--- src/rtl/led_scan_scheduler.sv ---
// Frame/row/bit-plane sequencer for a HUB75 panel fed from an AL422 FIFO.
// Shifting of the next slice overlaps the binary-weighted display of the current one.
module led_scan_scheduler #(
    parameter int unsigned ROWS    = 8,
    parameter int unsigned ROW_W   = 5,
    parameter int unsigned PLANES  = 4,
    parameter int unsigned PLANE_W = 2,
    parameter int unsigned BASE_OE = 16,
    parameter int unsigned LAT_W   = 2,
    parameter int unsigned RST_W   = 4
) (
    input  logic               in_clk,
    input  logic               in_rst,
    input  logic               shift_done,
    output logic               shift_start,
    output logic [ROW_W-1:0]   shift_row,
    output logic [PLANE_W-1:0] shift_plane,
    output logic               al422_nrst,
    output logic               frame_start,
    output logic               led_lat_out,
    output logic               led_oe_out,
    output logic [ROW_W-1:0]   led_row
);

    localparam int unsigned DISP_W = $clog2((BASE_OE << (PLANES - 1)) + 1);
    localparam int unsigned RCNT_W = $clog2(RST_W + 1);
    localparam int unsigned LCNT_W = $clog2(LAT_W + 1);

    typedef enum logic [1:0] {
        S_RST   = 2'd0,
        S_SHIFT = 2'd1,
        S_LATCH = 2'd2
    } state_e;

    state_e              state_q, state_d;
    logic [RCNT_W-1:0]   rst_cnt_q, rst_cnt_d;
    logic [LCNT_W-1:0]   lat_cnt_q, lat_cnt_d;
    logic [DISP_W-1:0]   disp_q, disp_d;
    logic                done_q, done_d;
    logic [ROW_W-1:0]    row_q, row_d;
    logic [PLANE_W-1:0]  plane_q, plane_d;
    logic [ROW_W-1:0]    led_row_q, led_row_d;
    logic                shift_start_q, shift_start_d;
    logic                frame_start_q, frame_start_d;
    logic                nrst_q, nrst_d;
    logic                lat_q, lat_d;
    logic                oe_q, oe_d;
    logic                last_slice_c;
    logic                done_now_c;

    assign last_slice_c = (row_q == ROW_W'(ROWS - 1)) && (plane_q == PLANE_W'(PLANES - 1));
    assign done_now_c   = done_q | shift_done;

    // Counters hold the number of cycles already shown in the current state,
    // so every output is registered for the cycle the FSM is displaying.
    always_comb begin
        state_d       = state_q;
        rst_cnt_d     = rst_cnt_q;
        lat_cnt_d     = lat_cnt_q;
        done_d        = done_q;
        row_d         = row_q;
        plane_d       = plane_q;
        led_row_d     = led_row_q;
        shift_start_d = 1'b0;
        frame_start_d = 1'b0;
        nrst_d        = 1'b1;
        lat_d         = 1'b0;
        disp_d        = (disp_q != '0) ? disp_q - DISP_W'(1) : disp_q;

        case (state_q)
            S_RST: begin
                if (rst_cnt_q == RCNT_W'(RST_W)) begin
                    state_d       = S_SHIFT;
                    shift_start_d = 1'b1;
                end else begin
                    rst_cnt_d     = rst_cnt_q + RCNT_W'(1);
                    nrst_d        = 1'b0;
                    frame_start_d = (rst_cnt_q == '0);
                end
            end
            S_SHIFT: begin
                done_d = done_now_c;
                if (done_now_c && (disp_q == '0)) begin
                    state_d   = S_LATCH;
                    lat_cnt_d = LCNT_W'(1);
                    lat_d     = 1'b1;
                    led_row_d = row_q;
                end
            end
            S_LATCH: begin
                if (lat_cnt_q != LCNT_W'(LAT_W)) begin
                    lat_cnt_d = lat_cnt_q + LCNT_W'(1);
                    lat_d     = 1'b1;
                end else begin
                    disp_d = DISP_W'(BASE_OE) << plane_q;
                    done_d = 1'b0;
                    if (plane_q == PLANE_W'(PLANES - 1)) begin
                        plane_d = '0;
                        row_d   = (row_q == ROW_W'(ROWS - 1)) ? '0 : row_q + ROW_W'(1);
                    end else begin
                        plane_d = plane_q + PLANE_W'(1);
                    end
                    if (last_slice_c) begin
                        state_d       = S_RST;
                        rst_cnt_d     = RCNT_W'(1);
                        nrst_d        = 1'b0;
                        frame_start_d = 1'b1;
                    end else begin
                        state_d       = S_SHIFT;
                        shift_start_d = 1'b1;
                    end
                end
            end
            default: state_d = S_RST;
        endcase

        oe_d = (disp_d == '0);
    end

    always_ff @(posedge in_clk) begin
        if (in_rst) begin
            state_q       <= S_RST;
            rst_cnt_q     <= '0;
            lat_cnt_q     <= '0;
            disp_q        <= '0;
            done_q        <= 1'b0;
            row_q         <= '0;
            plane_q       <= '0;
            led_row_q     <= '0;
            shift_start_q <= 1'b0;
            frame_start_q <= 1'b0;
            nrst_q        <= 1'b0;
            lat_q         <= 1'b0;
            oe_q          <= 1'b1;
        end else begin
            state_q       <= state_d;
            rst_cnt_q     <= rst_cnt_d;
            lat_cnt_q     <= lat_cnt_d;
            disp_q        <= disp_d;
            done_q        <= done_d;
            row_q         <= row_d;
            plane_q       <= plane_d;
            led_row_q     <= led_row_d;
            shift_start_q <= shift_start_d;
            frame_start_q <= frame_start_d;
            nrst_q        <= nrst_d;
            lat_q         <= lat_d;
            oe_q          <= oe_d;
        end
    end

    assign shift_start = shift_start_q;
    assign shift_row   = row_q;
    assign shift_plane = plane_q;
    assign al422_nrst  = nrst_q;
    assign frame_start = frame_start_q;
    assign led_lat_out = lat_q;
    assign led_oe_out  = oe_q;
    assign led_row     = led_row_q;

endmodule

--- config.mk ---
export PLATFORM = sky130hd
export DESIGN_NAME = led_scan_scheduler
export DESIGN_NICKNAME = d
export VERILOG_FILES = /design/src/rtl/led_scan_scheduler.sv
export SDC_FILE = /design/constraint.sdc
export NUM_CORES = 1
export LEC_CHECK = 0
export BUFFER_PORTS_ARGS = -buffer_cell sky130_fd_sc_hd__buf_2
export CAP_MARGIN = 10
export CORE_MARGIN = 10
export CORE_UTILIZATION = 51
export DETAILED_ROUTE_END_ITERATION = 7
export PLACE_DENSITY_LB_ADDON = 0.05
export SLEW_MARGIN = 10
export SYNTH_ARGS = -nofsm -noshare
export SYNTH_HDL_FRONTEND = slang
export SYNTH_SLANG_ARGS = --single-unit
--- constraint.sdc ---
create_clock -name in_clk -period 2.2 [get_ports in_clk]
set_input_delay 0.44 -clock in_clk [delete_from_list [all_inputs] [get_ports in_clk]]
set_output_delay 0.44 -clock in_clk [all_outputs]
set_load 0.01 [all_outputs]
==> metrics.md, run 1 <==
| Metric | Value |
|---|---|
| Net Sw Frac | `38.5%` |
| Hpwl dp | `2620 um` |
| Vias in the first global route | `1,335` |
| Vias per Instance | `5.41` |
| Gr usage total | `12.2%` |
| Power density over cell area | `1170 nW/um^2` |
| Synthesized area | `1700 um^2` |
| Lkg Pwr | `0.838 nW` |
| Total congestion overflow | `0` |
| Crit. End Element | `flip-flop` |
| Worst hold start | `shift_done` |
| First-pass GRT wire length | `6010 um` |
| CTS Root Buffer Type | `clkbuf_4` |
| Post-cts hold buffer count | `0` |
| Most used DFF post-synth | `dfxtp_1` |
| DR iter-0 viols | `95` |
| DRT antenna net count | `0` |
| Placer congestion estimate | `0.901` |
| Number of port buffers | `19` |
| TritonRoute pass-1 iters | `4` |
| Initial antenna violation count | `0` |
| Share of cells above drive strength 1 | `17.0%` |
| Maximum vdd ir drop | `841 uV` |
| Beginning of the critical path | `disp_q[1]` |
| Comb pwr share | `45.4%` |
| Slew HR | `59.6%` |
| Ys async rst share | `0%` |
| Initial core utilization | `54.4%` |
| Core ar. | `roughly 3100 um^2` |
| Post-CTS setup buffer count | `0` |
| Largest net degree at the start of global routing | `34` |
| Mapped Cells | `around 200` |
| Total of max-cap violations | `0` |
| Routed wire length | `3580 um` |
| Die X | `roughly 78 um` |
| Worst Path Max Fanout | `5` |
| H-Tree Depth | `2` |
| Final Cell Area | `between 1500 and 2000 um^2` |
| Die area | `6050 um^2` |
| Yosys cell types | `44` |
| Sequential Area | `661 um^2` |
| Hold Path Class | `input pin to flip-flop` |
| CP required | `between 2 and 2.5 ns` |
| Post-synthesis sequential area ratio | `38.8%` |
| Detailed-route via count | `1,417` |
| Multi-input gate area | `960 um^2` |
| Reg2reg start | `disp_q[1]` |
| Io pins | `20` |
| CTS tree | `done` |
| Achievable frequency | `0.485 GHz` |
| NumNets Final | `234` |
| P_sw | `0.000861 W` |
| CTS Buffer Depth | `2` |
| Sink Count | `33` |
| P_int | `around 0.0014 W` |
| # fillers | `296` |
| Final hold vios | `0` |
| Seq pwr share | `37.2%` |
| DRC | `0` |
| Post-synth EDFFs | `0` |
| Synthesized flop and latch total | `33` |
| Final clock skew | `0.00717 ns` |
| Cts repair resizes | `0` |
| Syn nets | `212` |
| Final Worst Setup Slack | `0.138 ns` |
| Pre-CTS setup slack | `0.0474 ns` |
| Count of pins over their slew limit | `0` |
| YS warnings | `0` |
| Crit Path Class | `flip-flop to flip-flop` |
| Area Overhead vs Synth | `12.8%` |
| Startpoint types | `flip-flop` |
| Final min period | `2.06 ns` |
| Worst Tran Pin Value | `0.606 ns` |
| Total CTS buffers | `5` |
| Outcome | `finished clean` |
| Row count | `20` |
| CP arrival | `2.33 ns` |
| Clock transition at path regs | `0.10 ns` |
| Hold Slack | `0.384 ns` |
| Crit share post-route | `93.7%` |
| Avg WL per Cell | `13.7 um` |
| RSZ-0062 raised after global routing | `no` |
| Setup-failing EPs final | `0` |
| Post-Syn Area per Cell | `8.73 um^2` |
| Cell area after placement | `roughly 1800 um^2` |
| Setup TNS Final | `0 ns` |
| Antenna Cells | `0` |
| Die Ht | `77.8 um` |
| Clock Latency Late Sink | `0.34 ns` |
| Clock network power share | `between 10% and 20%` |
==> cells by family after synthesis <==
family | count (synthesis) | synth area share, %
fa+ha+maj | 14 | 10.3
buf+inv | 20 | 4.93
compound gates | 35 | 14.0
simple gates | 79 | 24.3
flops | 33 | 38.8
xor+xnor | 9 | 4.63
mux | 5 | 2.94
==> area by class of cell <==
cell class / instances / share of cell area [%]
Timing Repair Buffer: 24 / 6.91
Clock inverter: 1 / 0.261
Inverter: 11 / 2.15
Multi-Input combinational cell: 142 / 50.0
Tap cell: 44 / 2.87
Clock buffer: 7 / 3.39
Sequential cell: 33 / 34.4
==> flip-flops by register name (all words and copies together) (netlist names), 2 cells and up <==
register / flops
rst_cnt_q: 3
shift_plane: 2
lat_cnt_q: 2
disp_q: 8
shift_row: 5
led_row: 5
state_q: 2
==> worst max-delay path: stages (launching register included) <==
cell,delay (ns)
dfxtp_1,0.35
inv_1,0.12
ha_1,0.20
or3b_4,0.43
o31ai_4,0.26
nand2_1,0.13
or3_1,0.36
a21oi_1,0.14
==> metrics by stage <==
stage / util [%] / total power, W / std cells
floorplan: - / 0.00161 / 195
global placement: 59.0 / 0.00181 / 254
detailed placement: 59.0 / 0.00184 / 254
CTS: 61.3 / 0.00225 / 262
global route: 61.4 / 0.00242 / 262
finish: 61.4 / 0.00224 / 262
==> power groups by stage <==
stage	sequential (W)	combinational (W)	clock, W
after global routing	0.000854	0.00113	0.000438
final	0.000833	0.00102	0.000389
after global placement	0.000837	0.000976	0
after CTS	0.000831	0.00101	0.000407
after detailed placement	0.000844	0.00100	0
after floorplan	0.000812	0.000800	0
==> cell usage in the layout, fill, tap and decap left out, drive strengths merged, types with 2 or more instances in the layout <==
| master | count |
|---|---|
| a21oi | 12 |
| nor2b | 2 |
| o31ai | 3 |
| and2 | 2 |
| a32oi | 3 |
| a21boi | 2 |
| buf | 24 |
| nand3 | 6 |
| and3 | 2 |
| nand2 | 13 |
| or3 | 4 |
| nand4 | 3 |
| nand3b | 3 |
| nor4 | 3 |
| nor3 | 6 |
| ha | 14 |
| xor2 | 3 |
| o21ai | 6 |
| nor2 | 25 |
| mux2i | 5 |
| nand2b | 5 |
| a31oi | 2 |
| dfxtp | 33 |
| xnor2 | 6 |
| clkbuf | 7 |
| inv | 11 |
==> synth_stat cells (2+ instances only) <==
library cell   n  area (um^2)
dfxtp_1       33          661
nor2_1        24         90.1
ha_1          14          175
nand2_1       13         48.8
a21oi_1       12         60.1
inv_1         11         41.3
clkbuf_1       7         26.3
nand3_1        6         30.0
nor3_1         6         30.0
xnor2_1        6         52.6
mux2i_1        5         50.1
nand2b_1       5         31.3
o21ai_0        4         20.0
or3_1          4         25.0
a32oi_1        3         26.3
nand4_1        3         18.8
nor4_1         3         18.8
xor2_1         3         26.3
a31oi_1        2         12.5
and2_1         2         12.5
and3_1         2         12.5
nand3b_1       2         15.0
nor2b_1        2         12.5
o21ai_1        2         10.0
o31ai_1        2         15.0
==> worst paths after layout <==
kind             endpoint  slack (ns)  cells past startpoint
max            state_q[0]        0.14                      7
min                done_q        0.38                      3
max reg2reg    state_q[0]        0.14                      7
min reg2reg  lat_cnt_q[0]        0.50                      2
==> per-layer routing <==
metal  vias up  track usage (%)  part of all wire [%]  wire, um
li1        731                -                     -         -
met1       654             14.6                    48      1730
met2        28             18.7                    46      1640
met3         4             4.84                   4.9       176
met4         0             5.47                   1.1        38
met5         -                0                     0         0
No activity file was read; power rests on OpenSTA's default activity.
==> inputs of run 2 (changes only) <==
- CAP_MARGIN: 10 -> 20
- CORE_UTILIZATION: 51 -> 54
- CTS_BUF_LIST: unset -> sky130_fd_sc_hd__clkbuf_8
==> metrics.md, run 2 (synthesis results as in run 1) <==
| Metric | Value |
|---|---|
| Core ar. | `3030 um^2 (-3.2%)` |
| Crit. End Element | `flip-flop` |
| Count of pins over their slew limit | `0 (unchanged)` |
| Initial antenna violation count | `0 (unchanged)` |
| Final min period | `2.09 ns (+0.0299 ns)` |
| Lkg Pwr | `0.853 nW (+1.8%)` |
| Antenna Cells | `0 (unchanged)` |
| Total congestion overflow | `0 (unchanged)` |
| Setup TNS Final | `0 ns (unchanged)` |
| Startpoint types | `flip-flop` |
| Avg WL per Cell | `13.7 um (about the same)` |
| Achievable frequency | `0.478 GHz (-1.4%)` |
| Gr usage total | `12.4% (+0.26 points)` |
| Power density over cell area | `1230 nW/um^2 (+5.4%)` |
| Die Ht | `76.1 um (-2.1%)` |
| Crit Path Class | `flip-flop to flip-flop` |
| Largest register by flop count | `disp_q` |
| CTS Root Buffer Type | `clkbuf_8` |
| Total CTS buffers | `5 (unchanged)` |
| CP arrival | `2.28 ns (-0.05 ns)` |
| H-Tree Depth | `2 (unchanged)` |
| Non-filler cells, final | `261 (-0.38%)` |
| CTS Buffer Depth | `2 (unchanged)` |
| Hpwl dp | `2680 um (+2.4%)` |
| Worst stage delay on the critical path | `0.42 ns (about the same)` |
| DRT antenna net count | `0 (unchanged)` |
| Setup-failing EPs final | `0 (unchanged)` |
| Buf/Inv on CP | `1 (unchanged)` |
| RSZ-0062 raised after global routing | `no` |
| Die area | `5800 um^2 (-4.1%)` |
| Worst Path Max Fanout | `5 (unchanged)` |
| Worst Tran Pin Value | `0.564 ns (-0.0414 ns)` |
| Slowest cell on crit path | `or3b_4` |
| Placer congestion estimate | `0.873 (-3.1%)` |
| Vias in the first global route | `1,381 (+3.4%)` |
| Final clock skew | `0.00449 ns (-0.00268 ns)` |
| Sink Count | `33 (unchanged)` |
| Clock Latency Late Sink | `0.27 ns (-0.07 ns)` |
| Dpl cells | `253 (-0.39%)` |
| Crit path max-delay family | `simple AND/OR/NAND/NOR gates` |
| Final Cell Area | `1960 um^2 (+2.2%)` |
| DR iter-0 viols | `88 (-7.4%)` |
| NumNets Final | `233 (-0.43%)` |
| Max reg flops | `8 (unchanged)` |
| Largest net degree at the start of global routing | `34 (unchanged)` |
| Outcome | `finished clean` |
| First-pass GRT wire length | `6120 um (+1.8%)` |
| Hold Path Class | `input pin to flip-flop` |
| DRC | `0 (unchanged)` |
| Cell area after placement | `1840 um^2 (-0.41%)` |
| Number of port buffers | `19 (unchanged)` |
| Slew HR | `62.0% (+2.4 points)` |
| Pre-CTS setup slack | `0.0315 ns (-0.0158 ns)` |
| Share of cells above drive strength 1 | `16.6% (-0.38 points)` |
| Total of max-cap violations | `0 (unchanged)` |
| Detailed-route via count | `1,413 (-0.28%)` |
| Flop2flop setup slack | `0.11 ns (-0.03 ns)` |
| CP required | `2.39 ns (-0.08 ns)` |
| Vias per Instance | `5.41 (about the same)` |
| Hold Slack | `0.456 ns (+0.0723 ns)` |
| Maximum vdd ir drop | `781 uV (-7.1%)` |
| Final Worst Setup Slack | `0.109 ns (-0.0299 ns)` |
| CTS tree | `done` |
| Routed wire length | `3570 um (-0.31%)` |
| Final hold vios | `0 (unchanged)` |
| Die X | `76.1 um (-2.1%)` |
| Most frequent cells in the layout | `dfxtp_1 (33), nor2_1 (24), buf_2 (19)` |
| Clock transition at path regs | `0.07 ns (-0.03 ns)` |
| Crit share post-route | `95.1% (+1.4 points)` |
| Area Overhead vs Synth | `15.2%` |
| TritonRoute pass-1 iters | `4 (unchanged)` |
| Row count | `20 (unchanged)` |
| Crit-path cells | `inv_1 -> ha_2 -> or3b_4 -> o31ai_4 -> nand2_1 -> or3_1 -> a21oi_1` |
| Io pins | `20 (unchanged)` |
| Most common cell after layout, fill and taps aside | `dfxtp_1` |
| Initial core utilization | `56.2% (+1.8 points)` |
[run 2: cell types whose count changed in the layout (fill, tap and decap cells not counted)]
cell and delta:
clkbuf_4 -5, clkbuf_8 +4, buf_4 -1, bufinv_16 +1, clkinv_2 -1, ha_1 -1, ha_2 +1, inv_1 +1
[run 2: repair_timing]
action	in CTS	in global routing
setup buffers	0	0
hold buffers	0	0
setup endpoints to repair	0	7
gates resized for setup	0	2
[run 2: area by class of cell]
type | instances | area [um^2]
Clock inverter | 2 | 33.8
Multi-Input combinational cell | 142 | 962
Clock buffer | 6 | 82.6
Tap cell | 44 | 55.1
Fill cell | 288 | 1070
Timing Repair Buffer | 23 | 125
Sequential cell | 33 | 661
Inverter | 11 | 41.3
[run 2: stage by stage]
stage	utilization (%)	power, W
finish	64.8	0.00241
global route	64.8	0.00260
CTS	64.6	0.00241
detailed placement	60.7	0.00183
global placement	60.7	0.00179
floorplan	-	0.00161
[run 2: layer usage]
metal  share of wire [%]  vias to the layer above  GRT usage, %
li1                    -                      725             -
met1                  46                      654          14.2
met2                  48                       28          20.7
met3                 4.4                        6          3.89
met4                 1.3                        0          5.20
met5                   0                        -             0
[run 2: power breakdown]
group,total (W),switching (W),internal (W)
clock network,0.000573,0.000208,0.000364
logic,0.000996,0.000539,0.000457
registers,0.000841,0.000121,0.000720
[run 2: worst paths after layout]
| kind | startpoint | end | depth (start not counted) |
|---|---|---|---|
| hold reg to reg | lat_cnt_q[1] | lat_cnt_q[1] | 2 |
| setup / recovery | disp_q[1] | state_q[0] | 7 |
| setup reg to reg | disp_q[1] | state_q[0] | 7 |
| hold / removal | shift_done | done_q | 3 |
[run 2: worst register-to-register path: stages, from the launching register on]
cell     delay [ns]
dfxtp_1        0.34
inv_1          0.12
ha_2           0.20
or3b_4         0.42
o31ai_4        0.25
nand2_1        0.11
or3_1          0.37
a21oi_1        0.20
==> inputs of run 3 (changes only) <==
- CORE_MARGIN: 10 -> unset
- PLACE_DENSITY: unset -> 0.78
- PLACE_DENSITY_LB_ADDON: 0.05 -> unset
==> metrics.md, run 3 (synthesis results as in run 1) <==
| Metric | Value |
|---|---|
| Outcome | `finished clean` |
| Initial antenna violation count | `0 (unchanged)` |
| Die Ht | `58.1 um (-24%)` |
| Worst Tran Pin Value | `0.638 ns (+0.0739 ns)` |
| Setup TNS Final | `0 ns (unchanged)` |
| DR iter-0 viols | `53 (-40%)` |
| Most frequent cells in the layout | `dfxtp_1 (33), nor2_1 (24), buf_2 (19)` |
| TritonRoute pass-1 iters | `4 (unchanged)` |
| DRC | `0 (unchanged)` |
| Hold Path Class | `input pin to flip-flop` |
| Crit share post-route | `91.5% (-3.6 points)` |
| Crit Path Class | `flip-flop to flip-flop` |
| Count of pins over their slew limit | `0 (unchanged)` |
| Antenna Cells | `0 (unchanged)` |
| DRT antenna net count | `0 (unchanged)` |
| Clock Latency Late Sink | `0.29 ns (+0.02 ns)` |
| Placer congestion estimate | `0.863 (-1.1%)` |
| Flop2flop setup slack | `0.19 ns (+0.08 ns)` |
| Initial core utilization | `56.2% (unchanged)` |
| Crit path max-delay family | `simple AND/OR/NAND/NOR gates` |
| Row count | `20 (unchanged)` |
| Final min period | `2.01 ns (-0.0788 ns)` |
| Beginning of the critical path | `disp_q[1]` |
| Slew HR | `57.1% (-5.0 points)` |
| Vias in the first global route | `1,368 (-0.94%)` |
| Clock transition at path regs | `0.07 ns (about the same)` |
| Post-CTS setup buffer count | `0 (unchanged)` |
| Achievable frequency | `0.497 GHz (+3.9%)` |
| Final hold vios | `0 (unchanged)` |
| First-pass GRT wire length | `6000 um (-2.0%)` |
| Detailed-route via count | `1,457 (+3.1%)` |
| Vias per Instance | `5.58 (+3.1%)` |
| Total CTS buffers | `5 (unchanged)` |
| CP arrival | `2.23 ns (-0.05 ns)` |
| CTS Root Buffer Type | `clkbuf_8` |
| Share of cells above drive strength 1 | `16.6% (unchanged)` |
| Power density over cell area | `1250 nW/um^2 (+1.8%)` |
| Startpoint types | `flip-flop` |
| R2r endpoint | `state_q[0]` |
| # fillers | `277 (-3.8%)` |
| Crit-path cells | `inv_2 -> ha_1 -> or3b_4 -> o31ai_4 -> nand2_1 -> or3_1 -> a21oi_1` |
| Number of port buffers | `19 (unchanged)` |
| CP Capture Point | `state_q[0]` |
| R2R cell count | `7 (unchanged)` |
| Worst Path Max Fanout | `5 (unchanged)` |
| Reg2reg start | `disp_q[1]` |
| Hpwl dp | `2500 um (-6.6%)` |
| Io pins | `20 (unchanged)` |
| CP Depth | `7 (unchanged)` |
| Sink Count | `33 (unchanged)` |
| Gr usage total | `23.8% (+11 points)` |
| Largest net degree at the start of global routing | `34 (unchanged)` |
| Buf/Inv on CP | `1 (unchanged)` |
| Die X | `58.1 um (-24%)` |
| Most common cell after layout, fill and taps aside | `dfxtp_1` |
| Die area | `3380 um^2 (-42%)` |
| Core ar. | `3030 um^2 (unchanged)` |
| Maximum vdd ir drop | `639 uV (-18%)` |
| Setup-failing EPs final | `0 (unchanged)` |
| Total congestion overflow | `0 (unchanged)` |
| NumNets Final | `233 (unchanged)` |
| Routed wire length | `3630 um (+1.7%)` |
| Area Overhead vs Synth | `15.1%` |
| CTS Buffer Depth | `2 (unchanged)` |
| Slowest cell on crit path | `or3b_4` |
| CTS tree | `done` |
| Final clock skew | `0.00485 ns (+0.000358 ns)` |
| Max reg flops | `8 (unchanged)` |
| CP required | `2.42 ns (+0.03 ns)` |
| Total of max-cap violations | `0 (unchanged)` |
| Largest register by flop count | `disp_q` |
| Lkg Pwr | `0.854 nW (about the same)` |
| RSZ-0062 raised after global routing | `no` |
| Avg WL per Cell | `13.9 um (+1.7%)` |
| Worst stage delay on the critical path | `0.43 ns (about the same)` |
| Hold Slack | `0.439 ns (-0.0178 ns)` |
| Crit. End Element | `flip-flop` |
| H-Tree Depth | `2 (unchanged)` |
-- run 3: worst register-to-register path: stages, from the launching register on --
cell and delay, ns:
dfxtp_1 0.35, inv_2 0.09, ha_1 0.18, or3b_4 0.43
o31ai_4 0.26, nand2_1 0.12, or3_1 0.36, a21oi_1 0.14
-- run 3: worst min-delay path by stage --
stage / from / endpoint / depth (start not counted)
6_report: shift_done / done_q / 3
5_1_grt: shift_done / done_q / 3
4_1_cts: shift_done / done_q / 3
3_5_place_dp: done_q / done_q / 2
3_3_place_gp: lat_cnt_q[0] / lat_cnt_q[0] / 2
2_1_floorplan: done_q / done_q / 2
-- run 3: final cells by class --
cell class	count	area (um^2)	share of cell area, %
sequential	33	661	33.7
timing repair buffer	23	125	6.39
inverter	11	41.3	2.11
tap	44	55.1	2.81
clock inverter	2	33.8	1.73
multi-input combinational	142	960	49.0
clock buffer	6	82.6	4.22
-- run 3: metrics by stage --
| step | utilization, % | setup slack, ns | total power [W] | std cells | cell area (um^2) |
|---|---|---|---|---|---|
| 6_report | 64.7 | 0.187 | 0.00245 | 261 | 1960 |
| 5_1_grt | 64.7 | 0.0351 | 0.00261 | 261 | 1960 |
| 4_1_cts | 64.6 | 0.0388 | 0.00243 | 261 | 1960 |
| 3_5_place_dp | 60.7 | 0.0507 | 0.00184 | 253 | 1840 |
| 3_3_place_gp | 60.7 | 0.139 | 0.00178 | 253 | 1840 |
| 2_1_floorplan | - | 0.165 | 0.00161 | 195 | 1700 |
-- run 3: report_power, final --
group          internal (W)  switching [W]
sequential         0.000720       0.000109
combinational      0.000465       0.000573
clock              0.000364       0.000218
total               0.00155       0.000900
-- run 3: per-layer routing --
metal,track usage [%],vias to the layer above,share of wire (%)
met5,0,-,0
met1,28.2,693,44
met2,39.7,34,49
met3,4.91,8,4.7
li1,-,722,-
met4,14.3,0,2.0
-- run 3: repair_timing --
| item | 4_1_cts | 5_1_grt |
|---|---|---|
| endpoints found under the hold margin | 0 | 0 |
| gates resized for setup | 0 | 2 |
| endpoints found under the setup margin | 0 | 4 |
| hold buffers | 0 | 0 |
